`config.mk`:
```
export PLATFORM = sky130hd
export DESIGN_NAME = result_vector_collector
export DESIGN_NICKNAME = d
export VERILOG_FILES = /design/src/rtl/result_vector_collector.sv
export SDC_FILE = /design/constraint.sdc
export NUM_CORES = 1
export LEC_CHECK = 0
export ABC_AREA = 0
export ABC_CLOCK_PERIOD_IN_PS = 1400
export CORE_MARGIN = 5
export CORE_UTILIZATION = 30
export DETAILED_ROUTE_END_ITERATION = 8
export MAX_ROUTING_LAYER = met4
export PLACE_DENSITY_LB_ADDON = 0.25
export SLEW_MARGIN = 20
export SYNTH_ARGS = -nofsm -noshare
export SYNTH_HDL_FRONTEND = slang
export SYNTH_SLANG_ARGS = --single-unit
```
`constraint.sdc`:
```
create_clock -name clk -period 1.4 [get_ports clk]
set_input_delay 0.14 -clock clk [delete_from_list [all_inputs] [get_ports clk]]
set_output_delay 0.14 -clock clk [all_outputs]
set_load 0.01 [all_outputs]
```
`src/rtl/result_vector_collector.sv`:
```
// Result vector collector: receive end of the tridiagonal matrix-by-vector
// datapath. Accepts beats of no_of_units row results, drops the padding rows
// and packs the real rows into one result vector (row 0 in the MSB slot).
//
// Handshake: a beat transfers on a rising clk edge where in_valid && in_ready.
// in_ready is a registered output that is high on every cycle spent in COLLECT
// and low otherwise. in_data is ignored whenever no transfer happens.
module result_vector_collector #(
  parameter int no_of_eqn_per_cluster = 10,
  parameter int element_width         = 32,
  parameter int no_of_units           = 4,
  parameter int NI                    = 8,
  // NI padding rows when N is already a multiple of NI, matching the producer.
  localparam int additional  = NI - (no_of_eqn_per_cluster % NI),
  localparam int total       = no_of_eqn_per_cluster + additional,
  localparam int no_of_beats = total / no_of_units,
  localparam int BCW         = $clog2(no_of_beats + 1)
) (
  input  logic                                           clk,
  input  logic                                           reset,
  input  logic                                           start,
  input  logic                                           in_valid,
  output logic                                           in_ready,
  input  logic [no_of_units*element_width-1:0]           in_data,
  output logic [no_of_eqn_per_cluster*element_width-1:0] out_vector,
  output logic [BCW-1:0]                                 beat_count,
  output logic                                           done,
  output logic [1:0]                                     dbg_state
);

  localparam int N = no_of_eqn_per_cluster;
  localparam int W = element_width;
  localparam int U = no_of_units;
  localparam logic [BCW-1:0] LAST_BEAT = BCW'(no_of_beats - 1);

  typedef enum logic [1:0] {
    IDLE    = 2'd0,
    COLLECT = 2'd1,
    DONE    = 2'd2
  } state_e;

  state_e         state_q, state_d;
  logic           in_ready_q, in_ready_d;
  logic           done_q, done_d;
  logic [N*W-1:0] vec_q, vec_d;
  logic [BCW-1:0] cnt_q, cnt_d;
  logic           xfer;

  // in_ready_q is only ever high in COLLECT, so this is the accepted-beat strobe.
  assign xfer = in_valid && in_ready_q;

  // Next-state, vector packing and beat counting.
  always_comb begin
    state_d = state_q;
    vec_d   = vec_q;
    cnt_d   = cnt_q;
    case (state_q)
      IDLE: begin
        if (start) begin
          state_d = COLLECT;
          vec_d   = '0;
          cnt_d   = '0;
        end
      end
      COLLECT: begin
        if (!start) begin
          state_d = IDLE;
        end else if (xfer) begin
          // Row r arrives in beat r/U, lane U-1-(r%U); rows >= N are padding
          // and simply have no destination slot.
          for (int r = 0; r < N; r++) begin
            if (cnt_q == BCW'(r / U)) begin
              vec_d[(N-r)*W-1 -: W] = in_data[(U-1-(r%U))*W +: W];
            end
          end
          cnt_d = cnt_q + BCW'(1);
          if (cnt_q == LAST_BEAT) begin
            state_d = DONE;
          end
        end
      end
      DONE: begin
        if (!start) begin
          state_d = IDLE;
        end
      end
      default: state_d = IDLE;
    endcase
    in_ready_d = (state_d == COLLECT);
    done_d     = (state_d == DONE);
  end

  // State and output registers with synchronous active-high reset.
  always_ff @(posedge clk) begin
    if (reset) begin
      state_q    <= IDLE;
      in_ready_q <= 1'b0;
      done_q     <= 1'b0;
      vec_q      <= '0;
      cnt_q      <= '0;
    end else begin
      state_q    <= state_d;
      in_ready_q <= in_ready_d;
      done_q     <= done_d;
      vec_q      <= vec_d;
      cnt_q      <= cnt_d;
    end
  end

  assign in_ready   = in_ready_q;
  assign done       = done_q;
  assign out_vector = vec_q;
  assign beat_count = cnt_q;
  assign dbg_state  = state_q;

endmodule

```
==> After elaboration in Yosys (flattened, before gate mapping) <==
Cells that the tools add are included.
{ "op_classes": {"addsub": 1, "eq_ne": 13, "n_mux": 24, "reduce_logical": 8} }
{ "op_table": {"columns": ["op", "n"], "rows": [
  ["$mux W320", 3],
  ["$pmux W320 S2", 1],
  ["$mux W32", 10],
  ["$reduce_and A5 Y1", 3],
  ["$ne A2 B2 Y1 const B", 6],
  ["$mux W2", 5],
  ["$mux W3", 3],
  ["$eq A3 B2 Y1 const B", 2],
  ["$pmux W2 S3", 1],
  ["$pmux W3 S2", 1],
  ["$eq A2 B1 Y1 const B", 2],
  ["$eq A2 B2 Y1 const B", 2],
  ["$reduce_and A4 Y1", 1],
  ["$add A3 B1 Y3 const B", 1],
  ["$eq A3 B1 Y1 const B", 1],
  ["$logic_not A3 Y1", 1],
  ["$logic_not A2 Y1", 1],
  ["$reduce_bool A2 Y1", 1],
  ["$logic_and A1 B1 Y1", 1]
]} }
{ "word_totals": {"register_bits": 327, "inputBits": 132, "elab_cells": 53} }

==> Depth between registers and ports, before layout <==
Gate-level depths: netlist of the first run.
{ "depth": {"depth_word": 6, "mapped_depth": 7} }

==> Worst setup path before layout of the first run <==
No wires, ideal clock.
{ "synth_timing": {"path_type": "register -> register", "from": "reg cnt_q[1] (netlist: beat_count[1])", "to": "reg vec_q[171] (netlist: out_vector[171])", "setup_time_ps": 72, "arrival_time_ps": 1520, "required_time_ps": 1328, "slack_ps": -191, "path_stages_with_launch": 8, "n_path_buf": 2, "period_less_slack_ps": 1591, "cell_sequence": "dfxtp_1 -> inv_1 -> ha_1 -> nor2b_1 -> o211ai_1 -> buf_4 -> buf_6 -> mux2i_1"} }
{ "synth_between": {"elab_chain_cells": 3} }
{ "synth_lines": {"columns": ["element", "line_no", "rtl"], "rows": [
  ["start: declaration", "46", "logic [BCW-1:0] cnt_q, cnt_d;"],
  ["start signal: assignment", "106", "cnt_q <= cnt_d;"],
  ["$eq A3 B1 Y1", "72", "if (cnt_q == BCW'(r / U)) begin"],
  ["$ne A2 B2 Y1 (no source line)", null, null],
  ["$reduce_and A5 Y1 (no source line)", null, null],
  ["end signal: assignment", "105", "vec_q <= vec_d;"],
  ["end: declaration", "45", "logic [N*W-1:0] vec_q, vec_d;"]
]} }
Every way passes these cells.
A chain may end at the register's enable or synchronous reset.

==> Worst setup path after layout of the first run <==
{ "layout_timing": {"from": "reg cnt_q[1] (netlist: beat_count[1])", "to": "reg vec_q[37] (netlist: out_vector[37])"} }
{ "layout_between": {"elab_chain_cells": 3} }
{ "layout_lines": {"columns": ["element", "line_no"], "rows": [
  ["$eq A3 B2 Y1", "72"],
  ["$ne A2 B2 Y1 (no source line)", null],
  ["$reduce_and A5 Y1 (no source line)", null]
]} }
Every way passes these cells.

==> results of run 1 <==
[path summary, 6_finish.rpt]
| check | start | end | slack [ns] |
|---|---|---|---|
| setup / recovery | beat_count[1]$_SDFFE_PP0P_ | out_vector[37]$_SDFFE_PP0P_ | -0.33 |
| hold / removal | in_data[37] | out_vector[229]$_SDFFE_PP0P_ | 0.18 |
| setup reg to reg | beat_count[1]$_SDFFE_PP0P_ | out_vector[37]$_SDFFE_PP0P_ | -0.33 |
| hold reg to reg | out_vector[292]$_SDFFE_PP0P_ | out_vector[292]$_SDFFE_PP0P_ | 0.47 |
[flip-flops by register name, indices dropped and copies added (netlist names)]
name,cells
in_ready,1
out_vector,320
beat_count,3
dbg_state,2
done,1
[power by group]
part	internal (W)	switching, W
registers	0.00952	0.000119
clock network	0.00589	0.00398
logic	0.00159	0.00120
[cell families after synthesis]
kind of cell,Yosys count,share of synthesized area (%)
AND/OR/NAND/NOR,464,19.9
flip-flops,327,50.1
AO/OA/AOI/OAI,11,0.575
multiplexers,321,24.6
adder cells (fa/ha/maj),5,0.479
buffers and inverters,88,4.26
[layer usage]
metal | track usage, % | share of wire, % | wire [um] | vias up
li1 | - | - | - | 5075
met1 | 22.0 | 42 | 19300 | 4902
met2 | 29.7 | 46 | 21100 | 331
met3 | 7.12 | 9.4 | 4250 | 55
met4 | 4.10 | 1.9 | 841 | 0
met5 | - | 0 | 0 | -
[worst max-delay path: stages (launching register included)]
cell	delay (ns)
dfxtp_4	0.34
buf_6	0.12
ha_4	0.14
nor2b_1	0.13
o211ai_1	0.17
buf_4	0.18
buf_8	0.12
buf_12	0.13
buf_12	0.13
mux2i_2	0.20
[cell usage in the layout (no fill, tap or decap), types with 2 or more instances in the layout]
| master | n |
|---|---|
| clkbuf_1 | 9 |
| clkinv_2 | 3 |
| nor3b_2 | 2 |
| dfxtp_2 | 2 |
| nand2_1 | 128 |
| dlygate4sd2_1 | 314 |
| nand4_1 | 3 |
| clkdlybuf4s15_1 | 6 |
| buf_12 | 28 |
| dfxtp_1 | 320 |
| nor2b_1 | 2 |
| buf_8 | 8 |
| clkdlybuf4s15_2 | 2 |
| buf_2 | 3 |
| o21ai_1 | 2 |
| ha_2 | 2 |
| nand2b_1 | 323 |
| buf_4 | 55 |
| o211ai_1 | 2 |
| a21oi_1 | 2 |
| clkbuf_16 | 50 |
| mux2i_1 | 319 |
| buf_6 | 11 |
| dfxtp_4 | 5 |
| buf_16 | 11 |
| clkinvlp_4 | 2 |
| ha_4 | 3 |
| nor4bb_1 | 2 |
| clkdlybuf4s50_1 | 130 |
| clkbuf_8 | 11 |
[final cells by class]
class | count | share of cell area, %
sequential | 327 | 31.9
clock inverter | 8 | 0.377
clock buffer | 59 | 5.64
multi-input combinational | 801 | 29.4
inverter | 3 | 0.0669
timing repair buffer | 580 | 29.1
tap | 585 | 3.56
[through the flow]
| step | power [W] | area, um2 | std cells |
|---|---|---|---|
| 2_1_floorplan | 0.0111 | 13100 | 1216 |
| 3_3_place_gp | 0.0124 | 18800 | 2256 |
| 3_5_place_dp | 0.0124 | 18800 | 2256 |
| 4_1_cts | 0.0225 | 20300 | 2351 |
| 5_1_grt | 0.0232 | 20600 | 2363 |
| 6_report | 0.0223 | 20600 | 2363 |
[timing repair]
action / 4_1_cts / 5_1_grt
resized for setup: 409 / 17
setup buffers: 18 / 5
endpoints found under the setup margin: 652 / 350
cloned: 11 / 11
pin swaps: 7 / 4
==> metrics.csv, run 1 <==
metric,value,unit
r2r worst-path depth,9,
library cells used by synthesis,25,
Worst-path clk slew,0.06,ns
post-synth net total,1353,
status,"complete, but fails checks",
root buffer cell,clkbuf_16,
commonest cells in the synthesized netlist,"dfxtp_1 (327), nand2b_1 (323), mux2i_1 (320)",
synth top area cells,"dfxtp_1 (50%), mux2i_1 (25%), nand2b_1 (15%), nand2_1 (3.7%), buf_6 (1.9%)",
Placeable Area,43100,um2
Die Outline Area,47800,um2
antenna violation net count after detailed routing,0,
Rel. slew slack,73.7,%
share of async-settable or async-resettable flops after synthesis,0,%
dpl ws,-0.483,ns
router iterations before antenna repair,4,
Worst setup SP type,flop,
final setup TNS,-86.84,ns
Worst Path Required,1.85,ns
post-synthesis cell count,1216,
TritonCTS Buffers,38,
# clock sinks,327,
most numerous cell in the Yosys netlist,dfxtp_1,
PwrDens,1080,nW/um2
YS warnings,0,
Fin Clk Skew,0.0220,ns
Worst Hold Depth,3,
cts-stage hold buffer count,0,
syn_area_per_cell,10.7,um2
unrepaired setup endpoints after global routing,yes,
Fillers,4072,
die span in y,219,um
Rows,76,
total gr overflow,0,
number of global-route vias before repair,10800,
"Area growth, synth to finish",57.6,%
cell taking the most area after synthesis,dfxtp_1,
setup violators final,326,
post-synthesis register bit count,327,
hpwl dp,30300,um
total wire length,45400,um
All-Layer GR Usage,18.4,%
Top Ports,459,
FMAX,577,MHz
Most used DFF post-synth,dfxtp_1,
"Seq/Total Area, Yosys",50.1,%
Pleak,10.2,nW
max-cap viol count,0,
Slew @ Worst Pin,0.395,ns
Layout Nets,1888,
Yosys top cell area share,50.1,%
Tcrit/Tclk final,124,%
CP Class,reg -> reg,
fin. max-slew vios,0,
initial DRC count,479,
final core occ,47.8,%
fraction of layout cells with a size suffix above 1,12.0,%
"EDFF count, synth",0,
CTS tree,built,
min Tclk post-route,1.73,ns
area of the multi-input gates,6040,um2
post-synth design cell area,13100,um2
Port Buf Inserts,458,
failing checks,negative setup slack,
DR vias/cell,4.39,
PnR worst setup slack,-0.332,ns
number of diodes,0,
Via Count,10400,
die width,219,um
CTS max path bufs,3,
latest clock arrival within the worst-skew pair,0.54,ns
"Hold Vio Cnt, Final",0,
Hold Crit Class,in -> reg,
data arrival time of the critical path,2.18,ns
maximum vdd drop,829,uV
wire per inst,19.2,um
first-pass GRT wire length,66100,um
H-tree Lvls,2,
effective utilization at floorplan,30.3,%
DRC,0,
gpl congestion,0.838,
largest net degree at the start of global routing,97,
critical path endpoint category,flop,
initial antenna violation count,0,
"Max FO, Critical Path",5,
hold slack,0.177,ns
Reg area,6570,um2
No activity file was read; power rests on OpenSTA's default activity.
==> inputs of run 2 (changes only) <==
CTS_CLUSTER_SIZE = 12   (was unset)
MAX_ROUTING_LAYER = unset   (was met4)
==> metrics.csv, run 2 (same netlist as run 1, synthesis figures left out) <==
metric,value,unit,change
H-tree Lvls,2,,unchanged
Fillers,4072,,unchanged
FMAX,577,MHz,about the same
Layout Nets,1888,,unchanged
r2r worst-path depth,9,,unchanged
Pwr Total,0.0223,W,about the same
Worst-path clk slew,0.06,ns,about the same
Rows,76,,unchanged
wire per inst,19.2,um,about the same
P_sw,0.00529,W,was 0.00530 W
Fin Clk Skew,0.0217,ns,was 0.0220 ns
max-cap viol count,0,,unchanged
Worst setup SP type,flop,,unchanged
Slew @ Worst Pin,0.419,ns,was 0.395 ns
fin. max-slew vios,0,,unchanged
setup violators final,326,,unchanged
number of global-route vias before repair,10800,,about the same
gpl congestion,0.826,,was 0.838
effective utilization at floorplan,30.3,%,unchanged
hpwl dp,30300,um,unchanged
critical path endpoint category,flop,,unchanged
Worst Path Required,1.85,ns,about the same
hold slack,0.178,ns,was 0.177 ns
PwrDens,1080,nW/um2,about the same
Rel. slew slack,72.1,%,was 73.7%
failing checks,negative setup slack,,unchanged
largest net degree at the start of global routing,97,,unchanged
CTS tree,built,,unchanged
min Tclk post-route,1.73,ns,about the same
root buffer cell,clkbuf_16,,unchanged
initial DRC count,464,,was 479
router iterations before antenna repair,4,,unchanged
All-Layer GR Usage,17.9,%,was 18.4%
antenna violation net count after detailed routing,0,,unchanged
die width,219,um,unchanged
DR vias/cell,4.37,,was 4.39
Via Count,10300,,was 10400
Tcrit/Tclk final,124,%,about the same
Die Outline Area,47800,um2,unchanged
initial antenna violation count,0,,unchanged
clock network fraction of design power,44.2,%,was 44.3%
total gr overflow,0,,unchanged
r2r setup slk,-0.33,ns,about the same
first-pass GRT wire length,66200,um,was 66100 um
TritonCTS Buffers,38,,unchanged
data arrival time of the critical path,2.18,ns,about the same
cts-stage hold buffer count,0,,unchanged
"leading cell type in the layout, fill and taps excluded",nand2b_1,,unchanged
fraction of layout cells with a size suffix above 1,12.0,%,unchanged
area of the multi-input gates,6040,um2,unchanged
Critical R2R Capture,out_vector[37]$_SDFFE_PP0P_,,unchanged
"Hold Vio Cnt, Final",0,,unchanged
Non-Filler Instances,2363,,unchanged
Port Buf Inserts,458,,unchanged
HP Start,in_data[37],,unchanged
DRC,0,,unchanged
die span in y,219,um,unchanged
maximum vdd drop,830,uV,was 829 uV
number of diodes,0,,unchanged
Sequential Power Share,43.2,%,about the same
Placeable Area,43100,um2,unchanged
# clock sinks,327,,unchanged
Worst Hold Depth,3,,unchanged
most frequent cells in the layout,"nand2b_1 (323), dfxtp_1 (320), mux2i_1 (319)",,unchanged
unrepaired setup endpoints after global routing,yes,,unchanged
Hold Crit Class,in -> reg,,unchanged
worst r2r src,beat_count[1]$_SDFFE_PP0P_,,unchanged
cell total after placement,2256,,unchanged
sw frac,23.7,%,was 23.8%
Pint,0.0170,W,about the same
status,"complete, but fails checks",,unchanged
Top Ports,459,,unchanged
dpl ws,-0.483,ns,unchanged
CP Class,reg -> reg,,unchanged
CTS max path bufs,3,,unchanged
Comb pwr share,12.5,%,about the same
PnR worst setup slack,-0.333,ns,was -0.332 ns
max reg flops,320,,unchanged
"Area growth, synth to finish",57.6,%,unchanged
total wire length,45500,um,was 45400 um
Pleak,10.2,nW,unchanged
"Max FO, Critical Path",5,,unchanged
final core occ,47.8,%,unchanged
latest clock arrival within the worst-skew pair,0.54,ns,about the same
WHS Endpoint,out_vector[229]$_SDFFE_PP0P_,,unchanged
Reg area,6570,um2,unchanged
## run 2: layer usage
metal / wire [um] / track usage [%] / part of all wire [%] / up-vias
met2: 21000 / 29.8 / 46 / 324
met5: 0 / 0 / 0 / -
met3: 4350 / 7.19 / 9.6 / 48
li1: - / - / - / 5073
met1: 19300 / 21.9 / 42 / 4872
met4: 794 / 4.10 / 1.7 / 0
## run 2: what timing repair did
| item | 4_1_cts | 5_1_grt |
|---|---|---|
| gates cloned | 11 | 11 |
| endpoints found under the setup margin | 652 | 349 |
| resized for setup | 409 | 17 |
| buffers inserted | 18 | 5 |
| pin swaps | 7 | 4 |
## run 2: worst max-delay path by stage
stage	startpoint	end	cells past startpoint
2_1_floorplan	beat_count[1]$_SDFFE_PP0P_	out_vector[171]$_SDFFE_PP0P_	7
3_3_place_gp	beat_count[1]$_SDFFE_PP0P_	out_vector[13]$_SDFFE_PP0P_	7
3_5_place_dp	beat_count[1]$_SDFFE_PP0P_	out_vector[48]$_SDFFE_PP0P_	7
4_1_cts	beat_count[1]$_SDFFE_PP0P_	out_vector[48]$_SDFFE_PP0P_	9
5_1_grt	beat_count[0]$_SDFFE_PP0P_	out_vector[48]$_SDFFE_PP0P_	9
6_report	beat_count[1]$_SDFFE_PP0P_	out_vector[37]$_SDFFE_PP0P_	9
## run 2: power groups by stage
stage	clock network, W	logic (W)	registers [W]
6_report	0.00986	0.00279	0.00964
5_1_grt	0.0106	0.00295	0.00966
4_1_cts	0.0102	0.00270	0.00964
3_5_place_dp	0	0.00252	0.00985
3_3_place_gp	0	0.00251	0.00985
2_1_floorplan	0	0.00116	0.00994
## run 2: through the flow
stage               area [um2]  TNS (ns)
floorplan                13100    -17.54
global placement         18800   -107.35
detailed placement       18800   -113.15
CTS                      20300    -73.43
global route             20600   -103.85
finish                   20600    -86.80
## run 2: cell type report
cell class                 instances  area share [%]
sequential                       327            31.9
multi-input combinational        801            29.4
timing repair buffer             580            29.1
clock buffer                      59            5.64
tap                              585            3.56
clock inverter                     8           0.377
inverter                           3          0.0669
## run 2: critical path, cell delays in order, from the launching register on
cell and delay [ns]:
dfxtp_4 0.34, buf_6 0.12, ha_4 0.14, nor2b_1 0.13
o211ai_1 0.17, buf_4 0.18, buf_8 0.12, buf_12 0.13
buf_12 0.13, mux2i_2 0.20
==> inputs of run 3 (changes only) <==
GPL_TIMING_DRIVEN = 0   (was unset)
SKIP_CTS_REPAIR_TIMING = 1   (was unset)
==> metrics.csv, run 3 (same netlist as run 1, synthesis figures left out) <==
metric,value,unit,change
status,"complete, but fails checks",,unchanged
failing checks,negative setup slack,,unchanged
Slew @ Worst Pin,0.603,ns,was 0.419 ns
CTS max path bufs,3,,unchanged
DR vias/cell,4.46,,was 4.37
Reg area,6560,um2,was 6570 um2
crit-path cells,inv_4 -> ha_4 -> nor2b_4 -> o211ai_1 -> buf_4 -> buf_6 -> buf_12 -> clkbuf_16 -> mux2i_1,,was buf_6 -> ha_4 -> nor2b_1 -> o211ai_1 -> buf_4 -> buf_8 -> buf_12 -> buf_12 -> mux2i_2
data arrival time of the critical path,2.22,ns,was 2.18 ns
Worst Hold Depth,3,,unchanged
final core occ,51.2,%,was 47.8%
Non-Filler Instances,2386,,was 2363
setup violators final,322,,was 326
hpwl dp,33900,um,was 30300 um
number of global-route vias before repair,11000,,was 10800
initial antenna violation count,1,,was 0
Port Buf Inserts,458,,unchanged
"Max FO, Critical Path",6,,was 5
Worst-path clk slew,0.06,ns,about the same
r2r setup slk,-0.35,ns,was -0.33 ns
FMAX,570,MHz,was 577 MHz
Rows,76,,unchanged
wire per inst,21.0,um,was 19.2 um
Placeable Area,43100,um2,unchanged
area of the multi-input gates,6030,um2,was 6040 um2
router iterations before antenna repair,4,,unchanged
root buffer cell,clkbuf_16,,unchanged
largest net degree at the start of global routing,13,,was 97
CP max-delay cell,dfxtp_4,,unchanged
Via Count,10600,,was 10300
All-Layer GR Usage,18.3,%,was 17.9%
Tcrit/Tclk final,125,%,was 124%
HP Start,in_data[54],,was in_data[37]
die width,219,um,unchanged
first-pass GRT wire length,67600,um,was 66200 um
Layout Nets,1908,,was 1888
die span in y,219,um,unchanged
TritonCTS Buffers,38,,unchanged
effective utilization at floorplan,30.3,%,unchanged
most frequent cells in the layout,"nand2b_1 (323), dlymetal6s2s_1 (323), dfxtp_1 (322)",,"was nand2b_1 (323), dfxtp_1 (320), mux2i_1 (319)"
critical path's largest stage delay,0.38,ns,was 0.34 ns
dpl ws,-1.17,ns,was -0.483 ns
worst setup path startpoint,beat_count[1]$_SDFFE_PP0P_,,unchanged
Pleak,14.7,nW,was 10.2 nW
PwrDens,1030,nW/um2,was 1080 nW/um2
gpl congestion,0.820,,was 0.826
Final Instance Area,22000,um2,was 20600 um2
CTS tree,built,,unchanged
latest clock arrival within the worst-skew pair,0.55,ns,was 0.54 ns
min Tclk post-route,1.75,ns,was 1.73 ns
# clock sinks,327,,unchanged
Worst setup SP type,flop,,unchanged
DRC,0,,unchanged
max-cap viol count,0,,unchanged
CP Class,reg -> reg,,unchanged
critical path endpoint category,flop,,unchanged
fin. max-slew vios,0,,unchanged
placed standard-cell area,18500,um2,was 18800 um2
total gr overflow,0,,unchanged
Fillers,3877,,was 4072
WHS Endpoint,out_vector[246]$_SDFFE_PP0P_,,was out_vector[229]$_SDFFE_PP0P_
unrepaired setup endpoints after global routing,yes,,unchanged
PnR worst setup slack,-0.353,ns,was -0.333 ns
final setup TNS,-85.24,ns,was -86.80 ns
initial DRC count,461,,was 464
Rel. slew slack,59.8,%,was 72.1%
max reg flops,320,,unchanged
Critical R2R Capture,out_vector[84]$_SDFFE_PP0P_,,was out_vector[37]$_SDFFE_PP0P_
antenna violation net count after detailed routing,0,,unchanged
cell total after placement,2259,,was 2256
Fin Clk Skew,0.0186,ns,was 0.0217 ns
H-tree Lvls,2,,unchanged
maximum vdd drop,801,uV,was 830 uV
total wire length,50200,um,was 45500 um
Die Outline Area,47800,um2,unchanged
worst r2r src,beat_count[1]$_SDFFE_PP0P_,,unchanged
Top Ports,459,,unchanged
fraction of layout cells with a size suffix above 1,11.0,%,was 12.0%
Hold Crit Class,in -> reg,,unchanged
r2r worst-path depth,9,,unchanged
Worst Path Required,1.87,ns,was 1.85 ns
"Hold Vio Cnt, Final",0,,unchanged
"Area growth, synth to finish",68.9,%,was 57.6%
run 3: power by group:
group	switching, W	internal [W]	total (W)
logic	0.00130	0.00184	0.00314
registers	0.000124	0.00952	0.00965
clock network	0.00403	0.00590	0.00993
total	0.00546	0.0173	0.0227
run 3: final cells by class:
cell class                 instances  share of cell area [%]
multi-input combinational        801                    27.4
inverter                           3                  0.0738
sequential                       327                    29.8
buffer                            85                    4.28
antenna                            2                  0.0227
tap                              585                    3.32
clock inverter                     6                   0.284
clock buffer                      62                    5.32
timing repair buffer             515                    29.6
run 3: stage by stage:
| stage | hold slack [ns] | total power (W) |
|---|---|---|
| global route | 0.166 | 0.0236 |
| global placement | 0.461 | 0.0123 |
| finish | 0.167 | 0.0227 |
| detailed placement | 0.465 | 0.0124 |
| floorplan | 0.288 | 0.0111 |
| CTS | 0.128 | 0.0224 |
run 3: worst max path at each step:
stage	endpoint	slack [ns]	cells past startpoint
3_3_place_gp	out_vector[232]$_SDFFE_PP0P_	-1.07	6
3_5_place_dp	out_vector[209]$_SDFFE_PP0P_	-1.17	6
4_1_cts	out_vector[215]$_SDFFE_PP0P_	-0.61	6
5_1_grt	out_vector[72]$_SDFFE_PP0P_	-0.41	9
6_report	out_vector[84]$_SDFFE_PP0P_	-0.35	9
2_1_floorplan	out_vector[171]$_SDFFE_PP0P_	-0.09	7
run 3: worst max-delay path, delay by kind of cell, from the launching register on:
kind / cells / cell delay (ns)
buf+inv: 5 / 0.69
fa+ha+maj: 1 / 0.14
compound gates: 1 / 0.16
mux: 1 / 0.18
flops: 1 / 0.38
simple gates: 1 / 0.11
run 3: routing by layer:
layer,wire length (um),up-vias,part of all wire [%],track usage (%)
li1,-,5134,-,-
met1,20200,5081,40,21.2
met2,24200,352,48,31.1
met3,4580,73,9.1,7.47
met4,1230,2,2.5,5.76
met5,11,-,0.022,0
